<file path="config.mk">
export PLATFORM = sky130hd
export DESIGN_NAME = gray_counter_codec_flat
export DESIGN_NICKNAME = d
export VERILOG_FILES = /design/src/rtl/gray_counter_codec_if.sv /design/src/rtl/gray_counter_codec.sv /design/src/flat_wrapper.sv
export SDC_FILE = /design/constraint.sdc
export NUM_CORES = 1
export LEC_CHECK = 0
export BUFFER_PORTS_ARGS = -buffer_cell sky130_fd_sc_hd__buf_4
export CAP_MARGIN = 10
export CORE_ASPECT_RATIO = 1.2
export CORE_MARGIN = 10
export CORE_UTILIZATION = 53
export CTS_CLUSTER_DIAMETER = 50
export DETAILED_ROUTE_END_ITERATION = 12
export GPL_ROUTABILITY_DRIVEN = 0
export GPL_TIMING_DRIVEN = 0
export HOLD_SLACK_MARGIN = 0.06
export PLACE_DENSITY = 0.77
export SETUP_SLACK_MARGIN = 0.4
export SLEW_MARGIN = 10
export SYNTH_ARGS = -nofsm -noshare
export SYNTH_HDL_FRONTEND = slang
export SYNTH_SLANG_ARGS = --single-unit
</file>
<file path="constraint.sdc">
create_clock -name clk -period 2.5 [get_ports clk]
set_clock_uncertainty 0.15 [all_clocks]
set_input_delay 0.25 -clock clk [delete_from_list [all_inputs] [get_ports clk]]
set_output_delay 0.25 -clock clk [all_outputs]
set_load 0.02 [all_outputs]
</file>
<file path="src/rtl/gray_counter_codec_if.sv">
// Purpose: groups the counter controls/outputs and the Gray decode stream of gray_counter_codec.
// Latency: n/a (wiring only).
// Backpressure: none; the codec accepts every enabled step and every valid sample.
// Ports: master = stimulus side (drives en/up/load/load_bin/gray_in/gray_in_valid),
//        slave  = codec side (drives bin_out/gray_out/tc/dec_bin/dec_valid/step_err/err_sticky).
interface gray_counter_codec_if #(
  parameter int WIDTH = 8
);
  // counter path
  logic             en;
  logic             up;
  logic             load;
  logic [WIDTH-1:0] load_bin;
  logic [WIDTH-1:0] bin_out;
  logic [WIDTH-1:0] gray_out;
  logic             tc;
  // decode path
  logic [WIDTH-1:0] gray_in;
  logic             gray_in_valid;
  logic [WIDTH-1:0] dec_bin;
  logic             dec_valid;
  logic             step_err;
  logic             err_sticky;

  modport master (
    output en, up, load, load_bin, gray_in, gray_in_valid,
    input  bin_out, gray_out, tc, dec_bin, dec_valid, step_err, err_sticky
  );

  modport slave (
    input  en, up, load, load_bin, gray_in, gray_in_valid,
    output bin_out, gray_out, tc, dec_bin, dec_valid, step_err, err_sticky
  );
endinterface

</file>
<file path="src/rtl/gray_counter_codec.sv">
// Purpose: registered Gray up/down counter with binary mirror, plus registered Gray-to-binary decode with step check.
// Latency: 1 cycle on both paths (inputs at edge N visible after edge N).
// Backpressure: none; every enabled step and every valid Gray sample is consumed in its cycle.
// Ports: clk, rst_n (synchronous, active-low); bus (slave modport of gray_counter_codec_if):
//        en/up/load/load_bin -> bin_out/gray_out/tc; gray_in/gray_in_valid -> dec_bin/dec_valid/step_err/err_sticky.
module gray_counter_codec #(
  parameter int WIDTH = 8,   // must be >= 2
  parameter bit WRAP  = 1'b1 // 1 = wrap at terminal values, 0 = saturate
) (
  input  logic                 clk,
  input  logic                 rst_n,
  gray_counter_codec_if.slave  bus
);

  localparam logic [WIDTH-1:0] ALL_ONES = '1;
  localparam logic [WIDTH-1:0] ONE      = {{(WIDTH-1){1'b0}}, 1'b1};

  // counter state
  logic [WIDTH-1:0] bin_q, gray_q;
  logic             tc_q;
  logic [WIDTH-1:0] bin_nxt, gray_nxt;
  logic             tc_nxt;

  // decode state
  logic [WIDTH-1:0] dec_q, ref_q;
  logic             ref_valid_q, dec_valid_q, step_err_q, err_sticky_q;
  logic [WIDTH-1:0] dec_nxt, step_diff;
  logic             multi_bit, step_err_nxt;

  // Counter next state: load beats enable; tc marks a step attempted from a terminal value.
  always_comb begin
    bin_nxt = bin_q;
    tc_nxt  = 1'b0;
    if (bus.load) begin
      bin_nxt = bus.load_bin;
    end else if (bus.en) begin
      if (bus.up) begin
        if (bin_q == ALL_ONES) begin
          tc_nxt = 1'b1;
          if (WRAP) bin_nxt = '0;
        end else begin
          bin_nxt = bin_q + ONE;
        end
      end else begin
        if (bin_q == '0) begin
          tc_nxt = 1'b1;
          if (WRAP) bin_nxt = ALL_ONES;
        end else begin
          bin_nxt = bin_q - ONE;
        end
      end
    end
  end

  // Gray is taken from the next binary value so the two outputs can never disagree.
  assign gray_nxt = bin_nxt ^ (bin_nxt >> 1);

  // Each decoded bit is the XOR of all Gray bits at or above it.
  always_comb begin
    dec_nxt = '0;
    for (int i = 0; i < WIDTH; i++) begin
      dec_nxt[i] = ^(bus.gray_in >> i);
    end
  end

  // More than one bit changed <=> clearing the lowest set bit still leaves something.
  assign step_diff    = bus.gray_in ^ ref_q;
  assign multi_bit    = |(step_diff & (step_diff - ONE));
  assign step_err_nxt = bus.gray_in_valid & ref_valid_q & multi_bit;

  always_ff @(posedge clk) begin
    if (!rst_n) begin
      bin_q        <= '0;
      gray_q       <= '0;
      tc_q         <= 1'b0;
      dec_q        <= '0;
      ref_q        <= '0;
      ref_valid_q  <= 1'b0;
      dec_valid_q  <= 1'b0;
      step_err_q   <= 1'b0;
      err_sticky_q <= 1'b0;
    end else begin
      bin_q       <= bin_nxt;
      gray_q      <= gray_nxt;
      tc_q        <= tc_nxt;
      dec_valid_q <= bus.gray_in_valid;
      step_err_q  <= step_err_nxt;
      if (bus.gray_in_valid) begin
        dec_q       <= dec_nxt;
        ref_q       <= bus.gray_in;
        ref_valid_q <= 1'b1;
      end
      if (step_err_nxt) err_sticky_q <= 1'b1;
    end
  end

  assign bus.bin_out    = bin_q;
  assign bus.gray_out   = gray_q;
  assign bus.tc         = tc_q;
  assign bus.dec_bin    = dec_q;
  assign bus.dec_valid  = dec_valid_q;
  assign bus.step_err   = step_err_q;
  assign bus.err_sticky = err_sticky_q;

endmodule

</file>
<file path="src/flat_wrapper.sv">
// flat-port wrapper written by rule: the top's interface ports become plain ports
module gray_counter_codec_flat 
#(
  parameter int WIDTH = 8,                  
  parameter bit WRAP  = 1'b1                                             
)
  (clk, rst_n, bus_en, bus_up, bus_load, bus_load_bin, bus_gray_in, bus_gray_in_valid, bus_bin_out, bus_gray_out, bus_tc, bus_dec_bin, bus_dec_valid, bus_step_err, bus_err_sticky);
  gray_counter_codec_if #(.WIDTH(WIDTH)) bus_i ();
  input  logic clk;
  input  logic rst_n;
  input wire logic [$bits(bus_i.en)-1:0] bus_en;
  input wire logic [$bits(bus_i.up)-1:0] bus_up;
  input wire logic [$bits(bus_i.load)-1:0] bus_load;
  input wire logic [$bits(bus_i.load_bin)-1:0] bus_load_bin;
  input wire logic [$bits(bus_i.gray_in)-1:0] bus_gray_in;
  input wire logic [$bits(bus_i.gray_in_valid)-1:0] bus_gray_in_valid;
  output wire logic [$bits(bus_i.bin_out)-1:0] bus_bin_out;
  output wire logic [$bits(bus_i.gray_out)-1:0] bus_gray_out;
  output wire logic [$bits(bus_i.tc)-1:0] bus_tc;
  output wire logic [$bits(bus_i.dec_bin)-1:0] bus_dec_bin;
  output wire logic [$bits(bus_i.dec_valid)-1:0] bus_dec_valid;
  output wire logic [$bits(bus_i.step_err)-1:0] bus_step_err;
  output wire logic [$bits(bus_i.err_sticky)-1:0] bus_err_sticky;
  assign bus_i.en = bus_en;
  assign bus_i.up = bus_up;
  assign bus_i.load = bus_load;
  assign bus_i.load_bin = bus_load_bin;
  assign bus_i.gray_in = bus_gray_in;
  assign bus_i.gray_in_valid = bus_gray_in_valid;
  assign bus_bin_out = bus_i.bin_out;
  assign bus_gray_out = bus_i.gray_out;
  assign bus_tc = bus_i.tc;
  assign bus_dec_bin = bus_i.dec_bin;
  assign bus_dec_valid = bus_i.dec_valid;
  assign bus_step_err = bus_i.step_err;
  assign bus_err_sticky = bus_i.err_sticky;
  gray_counter_codec #(.WIDTH(WIDTH), .WRAP(WRAP)) u_core (.clk(clk), .rst_n(rst_n), .bus(bus_i));
endmodule
</file>
# Yosys cells after proc, flatten, opt, wreduce, memory -nomap -nowiden
# Index checks and enable logic that the tools add are counted.
[totals]
ff_bits = 37
inputBits = 22
out_inout_bits = 28
elab_cells = 39
[op_classes]
add_sub_neg = 3
n_eq_ne = 1
n_mux = 8
bitwise = 7
reduce_logical = 11
[op_table]
columns = ["operator", "count"]
rows = [
  ["parity 8 bit", 8],
  ["2-to-1 mux 8 bit", 5],
  ["subtractor 8 x 1 -> 8 bit (second input constant)", 2],
  ["adder 8 x 1 -> 8 bit (second input constant)", 1],
  ["AND 8 bit", 1],
  ["== test 8 bit (second input constant)", 1],
  ["zero test 8 bit", 1],
  ["OR reduction 8 bit", 1],
  ["bitwise XOR 8 x 7 -> 8 bit", 1],
  ["bitwise XOR 8 bit", 1],
  ["2-to-1 mux 1 bit", 3],
  ["OR reduction 3 bit", 1],
  ["AND 1 bit", 2],
  ["NOT 1 bit", 2],
]

# Longest topological paths before layout
# Gate-level depths: netlist of run 1.
[depth]
word_depth = 6
depth_mapped = 8
ltp_nobuf = 7

# Worst setup path before layout of run 1
# No wires, ideal clock.
[synth_timing]
path_type = "register -> register"
from = "reg u_core.bin_q[0] (netlist: u_core.bus.bin_out[0])"
to = "reg u_core.gray_q[4] (netlist: u_core.bus.gray_out[4])"
t_arrival_ns = 2.110
required_time_ns = 2.229
slack_ns = 0.119
path_stages_with_launch = 9
n_path_buf = 1
period_less_slack_ns = 2.381
cell_sequence = "dfxtp_1 clkbuf_1 inv_1 ha_1 nor3b_1 o211ai_1 a21oi_1 a221o_1 mux2_4"
[synth_via]
elab_chain_cells = 6
word_cells_on_any_way = 10
[synth_lines]
columns = ["item", "line", "text"]
rows = [
  ["start: declaration", "gray_counter_codec.sv:19", "logic [WIDTH-1:0] bin_q, gray_q;"],
  ["start signal: assignment", "gray_counter_codec.sv:83", "bin_q <= bin_nxt;"],
  ["subtractor 8 x 1 -> 8 bit (tied with other cells)", "gray_counter_codec.sv:49", "bin_nxt = bin_q - ONE;"],
  ["2-to-1 mux 8 bit (on tied branches)", "gray_counter_codec.sv:45, gray_counter_codec.sv:38", ""],
  ["2-to-1 mux 8 bit (*)", "gray_counter_codec.sv:37", "if (bus.up) begin"],
  ["2-to-1 mux 8 bit (*)", "gray_counter_codec.sv:36", "end else if (bus.en) begin"],
  ["2-to-1 mux 8 bit (*)", "gray_counter_codec.sv:34", "if (bus.load) begin"],
  ["bitwise XOR 8 x 7 -> 8 bit (*)", "gray_counter_codec.sv:56", "assign gray_nxt = bin_nxt ^ (bin_nxt >> 1);"],
  ["end signal: assignment", "gray_counter_codec.sv:84", "gray_q <= gray_nxt;"],
  ["end: declaration", "gray_counter_codec.sv:19", ""],
]
# Every way passes the cells marked *; elsewhere a longest branch is shown, timed or not.
# A chain may end at the register's enable or synchronous reset.

# Worst setup path in the final report of run 1
# Ends and elaborated chain as after synthesis.

==> results.txt, run 1 <==
- Along the worst path, the maximum fanout reaches 4.
- Worst slew slack as a fraction of its limit: about three fifths
- Total length of routed wires: about 5.6 mm
- Based on the critical path, the design can be clocked at up to 476 MHz.
- Pin count of the biggest net entering global routing: 12
- Number of primary I/O pins: 50
- Worst-margin pin slew: 0.600 ns
- Setup repair after global routing could not meet its margin everywhere.
- The tool flagged a number of max-cap violations equal to 0.
* Max Root-Sink Buffers: 2
- Worst-path clk slew: 0.07 ns
- EDFF count, synth: 0
* Count of unique library cells instantiated by Yosys: 53
- 0 antenna diodes ended up in the layout.
- In the finished design, the share of the clock period the worst path needs comes to 84.1%.
- The detailed router finished its first iteration with 144 violations.
- Proportion of power drawn by combinational gates: 34.4%
- The floorplan step defined a core boundary enclosing about 3700 um2.
- Worst path top cell family by delay: compound AO/OA/AOI/OAI gates
- Final number of setup-violating endpoints: 0
* Synth Net Count: 260
- Together, buffers and inverters on the worst path number 3.
- Die area: 6810 um2
- Dividing the detail-routed via count by the number of cells gives 5.62.
- The die is 77.0 um wide.
- Switch Pwr: 0.532 mW
* Vias in the first global route: 1936
* Starting density of the core: 56.0%
- The number of antenna violations at the first check in global routing is 0.
- Cell internal power was estimated by the tool at 1.06 mW.
- Shortest period the worst path allows: 2.10 ns
* Final critical-path setup slack: 0.397 ns
- From bottom edge to top edge, the die measures 88.5 um.
* Crit path capture type: flip-flop
- The routed layout has 1999 vias.
* Cell taking the most area after synthesis: dfxtp_1
- For this run, design rule violations remaining after detail routing come to 0.
* GRT Overall Usage: 16.1%
- WS Path Type: reg2reg
- Required arrival time at the worst endpoint: 2.53 ns
- WL per Instance: 15.8 um
* Flip-flop cell with the highest count after synthesis: dfxtp_1
- The pre-antenna-repair detailed-routing pass consisted of 5 iterations.
- In this run the mean area of a mapped cell was 8.81 um2.
- Cell breakdown of the critical path: buf_8, inv_6, ha_4, nor3b_4, buf_4, o211ai_1, a21oi_1, a221o_1, mux2_4
- Gate count after technology mapping: 235
- At the placement stage, the worst setup path has a slack of between 0.2 and 0.3 ns.
- Placement row count: 24
- Flop and latch count out of synthesis: 35
* Leakage power figure: 1.20 nW
- Clk sink count: 35
- Final sum of negative setup slack: 0 ns
- For this run, the number of Yosys warnings is 0.
* Count of pins over their slew limit: 0
- TritonCTS built the clock tree.
* Final Hold Viols: 0
- For the worst-skew pair, the clock arrives at the later sink with an insertion delay of 0.29 ns.
- Area added between synthesis and finish: 35.6%
* Remaining antenna violation count after routing: 0
* Fin nets: 328
* Peak per-stage delay on the critical path: 0.38 ns
* Leftover overflow at the end of global routing: 0
* First-pass GRT wire length: 9.03 mm
* Fraction of final layout cells with drive strength greater than 1: 32.9%
- Post-synthesis instance area: around 2100 um2
* Status: finished clean
- Switching share of power: 33.4%
- Cell types with the largest area share after synthesis: dfxtp_1 34%, xnor2_1 6.3%, mux2i_1 6.3%
- Of the synthesized area, sequential elements account for 33.9%.
- The worst setup path is launched from a flip-flop.
- Of the total power, the clock network draws 25.4%.
- The H-tree was split into 2 levels.
* Post-synthesis async set-or-reset flop share: 0%
- IR analysis of the VDD net gives a maximum drop of 0.400 mV.
* Slowest library cell on the worst path: dfxtp_4
* Buffers on Ports: 45
* Final HPWL DP: 4.02 mm
- Min-Delay Path Class: in2reg
* Flop pwr share: between 40% and 50%
- The synthesized design devotes to its leading area cell type roughly a third of total area.
- Cts bufs inserted: 5
- Power density of the placed cells: 568 nW/um2
- STA puts the critical path data arrival time at 2.14 ns.
* Cell chosen for the clock root: clkbuf_8
==> metrics by stage <==
stage                     std cells  hold slack (ns)  util, %  power [mW]  area, um2
after floorplan                 235            0.230        -       0.974       2130
after global placement          332            0.295     68.5        1.12       2530
after detailed placement        332            0.306     68.5        1.13       2530
after CTS                       350           0.0853     73.2        1.57       2700
after global routing            356           0.0935     75.9        1.68       2810
final                           356           0.0899     75.9        1.59       2810
==> worst register-to-register path, delay by kind of cell, from the launching register on <==
kind	cells	cell delay (ns)
muxes	1	0.30
AOI/OAI and AO/OA	3	0.59
DFF	1	0.38
adders and majority gates	1	0.14
and+or+nand+nor	1	0.16
buffers and inverters	3	0.29
==> area by class of cell <==
| type | count | area [um2] |
|---|---|---|
| multi-input cells | 172 | 1330 |
| fillers | 304 | 888 |
| flip-flops and latches | 35 | 711 |
| repair buffers | 61 | 458 |
| plain buffers | 18 | 111 |
| clock buffers | 6 | 72.6 |
| well taps | 52 | 65.1 |
| inverters | 10 | 42.5 |
| clock inverters | 2 | 11.3 |
==> power by group through the flow <==
stage          Clock (mW)  Sequential, mW  Combinational (mW)
6_report            0.405           0.641               0.548
2_1_floorplan           0           0.700               0.274
3_5_place_dp            0           0.654               0.477
5_1_grt             0.437           0.646               0.594
3_3_place_gp            0           0.653               0.469
4_1_cts             0.416           0.641               0.513
==> metal layers <==
metal  part of all wire (%)  GRT usage (%)
met1                     39           16.9
met2                     53           29.4
met3                    6.6           5.17
met4                    1.9           6.98
met5                      0              0
==> logic make-up after synthesis <==
group,count (synthesis),synth area share (%)
mux,14,7.01
simple gates,74,19.6
xor+xnor,28,12.5
fa+ha+maj,5,2.78
compound gates,51,17.7
buf+inv,28,6.53
flops,35,33.9
==> flip-flops by register name, indices dropped and copies added, names as in the netlist <==
signal / cells
u_core.bus.bin_out: 8
u_core.ref_q: 8
u_core.bus.dec_valid: 1
u_core.ref_valid_q: 1
u_core.bus.tc: 1
u_core.bus.gray_out: 7
u_core.bus.step_err: 1
u_core.bus.dec_bin: 7
u_core.bus.err_sticky: 1
==> placed cells by master, fill, tap and decap left out, drive strengths merged, types with 3 or more instances in the layout <==
master / count
buf: 72
mux2i: 13
xnor2: 15
dfxtp: 35
ha: 3
nand2: 8
nor2: 24
clkbuf: 13
xor2: 12
nor3: 5
a21oi: 13
nand4: 3
nor3b: 7
and3: 6
a31oi: 4
nor2b: 3
and2: 6
o21ai: 10
inv: 11
a211oi: 4
nand3: 3
nor4: 3
==> timing repair <==
action / CTS / global route
gates cloned: 0 / 0
pin swaps: 8 / 5
hold buffers: 0 / 0
endpoints found under the setup margin: 5 / 9
setup buffers: 10 / 6
gates resized for setup: 4 / 9
==> Yosys cell counts, types with 3 or more instances <==
cell type and count:
a31oi_1 4, a21oi_1 13, a211oi_1 4, nand4_1 3
nor3_1 5, and3_1 6, nor2_1 24, nand2_1 7
o21ai_1 6, o21ai_0 4, xnor2_1 15, nor2b_1 3
buf_1 3, clkbuf_1 7, and2_1 6, inv_1 10
nand3_1 3, xor2_1 12, mux2i_1 13, nor3b_1 7
ha_1 3, buf_4 3, dfxtp_1 35
==> final timing paths <==
check / start / to / slack (ns) / depth (start not counted)
worst max-delay path: u_core.bus.bin_out[0]$_SDFF_PN0_ / u_core.bus.gray_out[4]$_SDFF_PN0_ / 0.40 / 9
worst min-delay path: rst_n / u_core.bus.bin_out[6]$_SDFF_PN0_ / 0.09 / 3
worst max register to register: u_core.bus.bin_out[0]$_SDFF_PN0_ / u_core.bus.gray_out[4]$_SDFF_PN0_ / 0.40 / 9
worst min register to register: u_core.ref_valid_q$_SDFFE_PN0P_ / u_core.ref_valid_q$_SDFFE_PN0P_ / 0.32 / 2
No activity file was read; power rests on OpenSTA's default activity.
==> inputs of run 2 (changes only) <==
Clock period 2.5 ns to 1.94 ns, I/O delays scaled along.
==> run 2 against run 1 <==
Compared with the run above: the run now ends with negative setup slack left; largest cell class unchanged; sequential power rose by 30%; highest routed layer unchanged; design area is 16% higher; utilization grew 12 points; routed wire length grew 23%; die area is the same; critical path type unchanged; largest power group is now combinational cells; worst hold slack got worse by 0.014 ns; fmax decreased by 2.8%; via count grew 6.7%.
==> results.txt, run 2 (same netlist as run 1, synthesis figures left out) <==
- Crit path capture type: flip-flop
- Reg-to-reg critical path endpoint: u_core.bus.gray_out[4]$_SDFF_PN0_
- 50 I/O pins were placed.
* Drt initial violations: 195
- Clk sink count: 35
- After detailed routing, the average wire length per cell comes to 18.5 um.
- In the layout the commonest cells are 65 x buf_4, 23 x nor2_1, 23 x dfxtp_1.
* Leftover overflow at the end of global routing: 0
- Clock latency reported for the late side of the worst-skew pair: 0.28 ns
- Residual DRC: 0
- The startpoint identified for the worst hold timing path is bus_load_bin[1].
- Number of cells on the worst hold path: 3
* Worst slew slack as a fraction of its limit: ~57%
- In this run the cell area measured after placement is 2590 um2.
- VDD sags by at most 0.583 mV.
- In the routed layout, each cell is associated on average with a via count of 5.72.
- Vias: about 2100
* Remaining antenna violation count after routing: 0
- Clock tree from TritonCTS: yes
- The tree is rooted in a clkbuf_8.
- Leakage power figure: 1.35 nW
* Worst-path clk slew: 0.08 ns
* Horiz. Die Dim: 77.0 um
* Fraction of final layout cells with drive strength greater than 1: 45.2%
- Post-Route Utilization: ~88%
- Category of the worst setup path launch point: flip-flop
- Setup violations remaining at the end of the flow were counted as 9.
- Starting density of the core: 56.0%
- In the finished design, the share of the clock period the worst path needs comes to 112%.
- Core region area: 3690 um2
- Worst-margin pin slew: 0.641 ns
- Buffers on Ports: 45
* Vias in the first global route: 2122
* Min-Delay Path Class: in2reg
- Data arrives at the worst endpoint at 2.19 ns.
- Fin nets: 345
* First-pass GRT wire length: 10.1 mm
- Cell count after placement: 332
- Based on the critical path, the design can be clocked at up to approximately 460 MHz.
- Length of the first detailed-routing pass in iterations: 4
- Worst-case hold path end point: u_core.bus.bin_out[1]$_SDFF_PN0_
- The number of antenna violations at the first check in global routing is 0.
- The wire-length estimate of the detail-placed layout is 4.05 mm.
* Shortest period the worst path allows: 2.16 ns
* Final Hold Viols: 0
- The die covers 6810 um2.
* Height of the chip: 88.5 um
- Final critical-path setup slack: -0.224 ns
- Across all register-to-register paths, the minimum setup slack is -0.22 ns.
* Max Root-Sink Buffers: 2
- Count of placed standard cells in the final layout, fillers left out: 373
- Of all nets on the critical path, the largest fanout is 4.
- The library cell used most frequently in the layout, excluding fill and tap cells, is buf_4.
- WS Path Type: reg2reg
- Entering global routing, the biggest net connects 12 pins.
- Measured in cells, the most critical reg-to-reg path has a length of 8.
- Ant diodes: 0
- The startpoint identified for the worst register-to-register timing path is u_core.bus.bin_out[0]$_SDFF_PN0_.
* Total length of routed wires: 6.91 mm
* Required arrival time at the worst endpoint: 1.97 ns
* Unrepaired setup endpoints after global routing: yes
- The flow ran to the end, but the final reports show violations.
- The number of clock buffers added by TritonCTS is 5.
- The final number of max-transition violations came to 0.
- GRT Overall Usage: 18.1%
- Reported max-cap violation count: 0
- Area of all placed cells without fillers: between 3000 and 4000 um2
* Area added between synthesis and finish: 56.8%
- Number of H-tree levels: 2
- Power density of the placed cells: ~700 nW/um2
* Placement row count: 24
- Violations in the final reports: negative setup slack
[run 2: power breakdown]
part           leakage, nW  switching [mW]  total [mW]  internal (mW)
combinational        0.998           0.441       0.857          0.416
clock               0.0594           0.271       0.635          0.364
sequential           0.295          0.0485       0.831          0.783
[run 2: area by class of cell]
type | count | area, um2
Sequential cell | 35 | 728
Clock buffer | 7 | 108
Buffer | 18 | 126
Tap cell | 52 | 65.1
Multi-Input combinational cell | 172 | 1510
Timing Repair Buffer | 78 | 654
Fill cell | 188 | 448
Clock inverter | 1 | 5.00
Inverter | 10 | 48.8
[run 2: repair_timing]
action                                  CTS  global route
buffers inserted                         20             6
pin swaps                                20            20
endpoints found under the setup margin   17            18
resized for setup                        23            27
hold buffers                              7             0
hold endpoints to repair                  8             0
[run 2: critical path, stage by stage, from the launching register on]
cell and delay, ns:
dfxtp_4 0.35, clkbuf_16 0.16, inv_8 0.06, ha_4 0.13, nor3b_4 0.32, o211ai_1 0.13, a21oi_1 0.22, a221o_1 0.23
mux2_4 0.31
[run 2: how the worst max path moves through the flow]
stage	startpoint	end	slack [ns]	cells past startpoint
after floorplan	u_core.bus.bin_out[1]$_SDFF_PN0_	u_core.bus.gray_out[4]$_SDFF_PN0_	-0.11	6
after global placement	u_core.bus.bin_out[1]$_SDFF_PN0_	u_core.bus.gray_out[4]$_SDFF_PN0_	-0.24	6
after detailed placement	u_core.bus.bin_out[1]$_SDFF_PN0_	u_core.bus.gray_out[4]$_SDFF_PN0_	-0.25	6
after CTS	u_core.bus.bin_out[1]$_SDFF_PN0_	u_core.bus.gray_out[4]$_SDFF_PN0_	-0.12	8
after global routing	u_core.bus.bin_out[0]$_SDFF_PN0_	u_core.bus.gray_out[4]$_SDFF_PN0_	-0.28	8
final	u_core.bus.bin_out[0]$_SDFF_PN0_	u_core.bus.gray_out[4]$_SDFF_PN0_	-0.22	8
[run 2: per-stage QoR]
stage	setup TNS [ns]	hold WS (ns)	setup WS, ns	total power, mW
after detailed placement	-1.06	0.308	-0.251	1.48
after global routing	-1.66	0.0834	-0.276	2.42
after floorplan	-0.110	0.174	-0.110	1.27
after global placement	-1.00	0.297	-0.243	1.47
after CTS	-0.491	0.0628	-0.121	2.23
final	-1.08	0.0757	-0.224	2.32
[run 2: routing by layer]
| metal | part of all wire (%) | GRT usage, % | up-vias | wire [um] |
|---|---|---|---|---|
| met5 | 0 | 0 | - | 0 |
| met4 | 4.4 | 7.81 | 0 | 305 |
| met3 | 6.3 | 4.56 | 29 | 434 |
| met2 | 52 | 34.2 | 104 | 3600 |
| met1 | 37 | 18.6 | 1000 | 2570 |
| li1 | - | - | 999 | - |
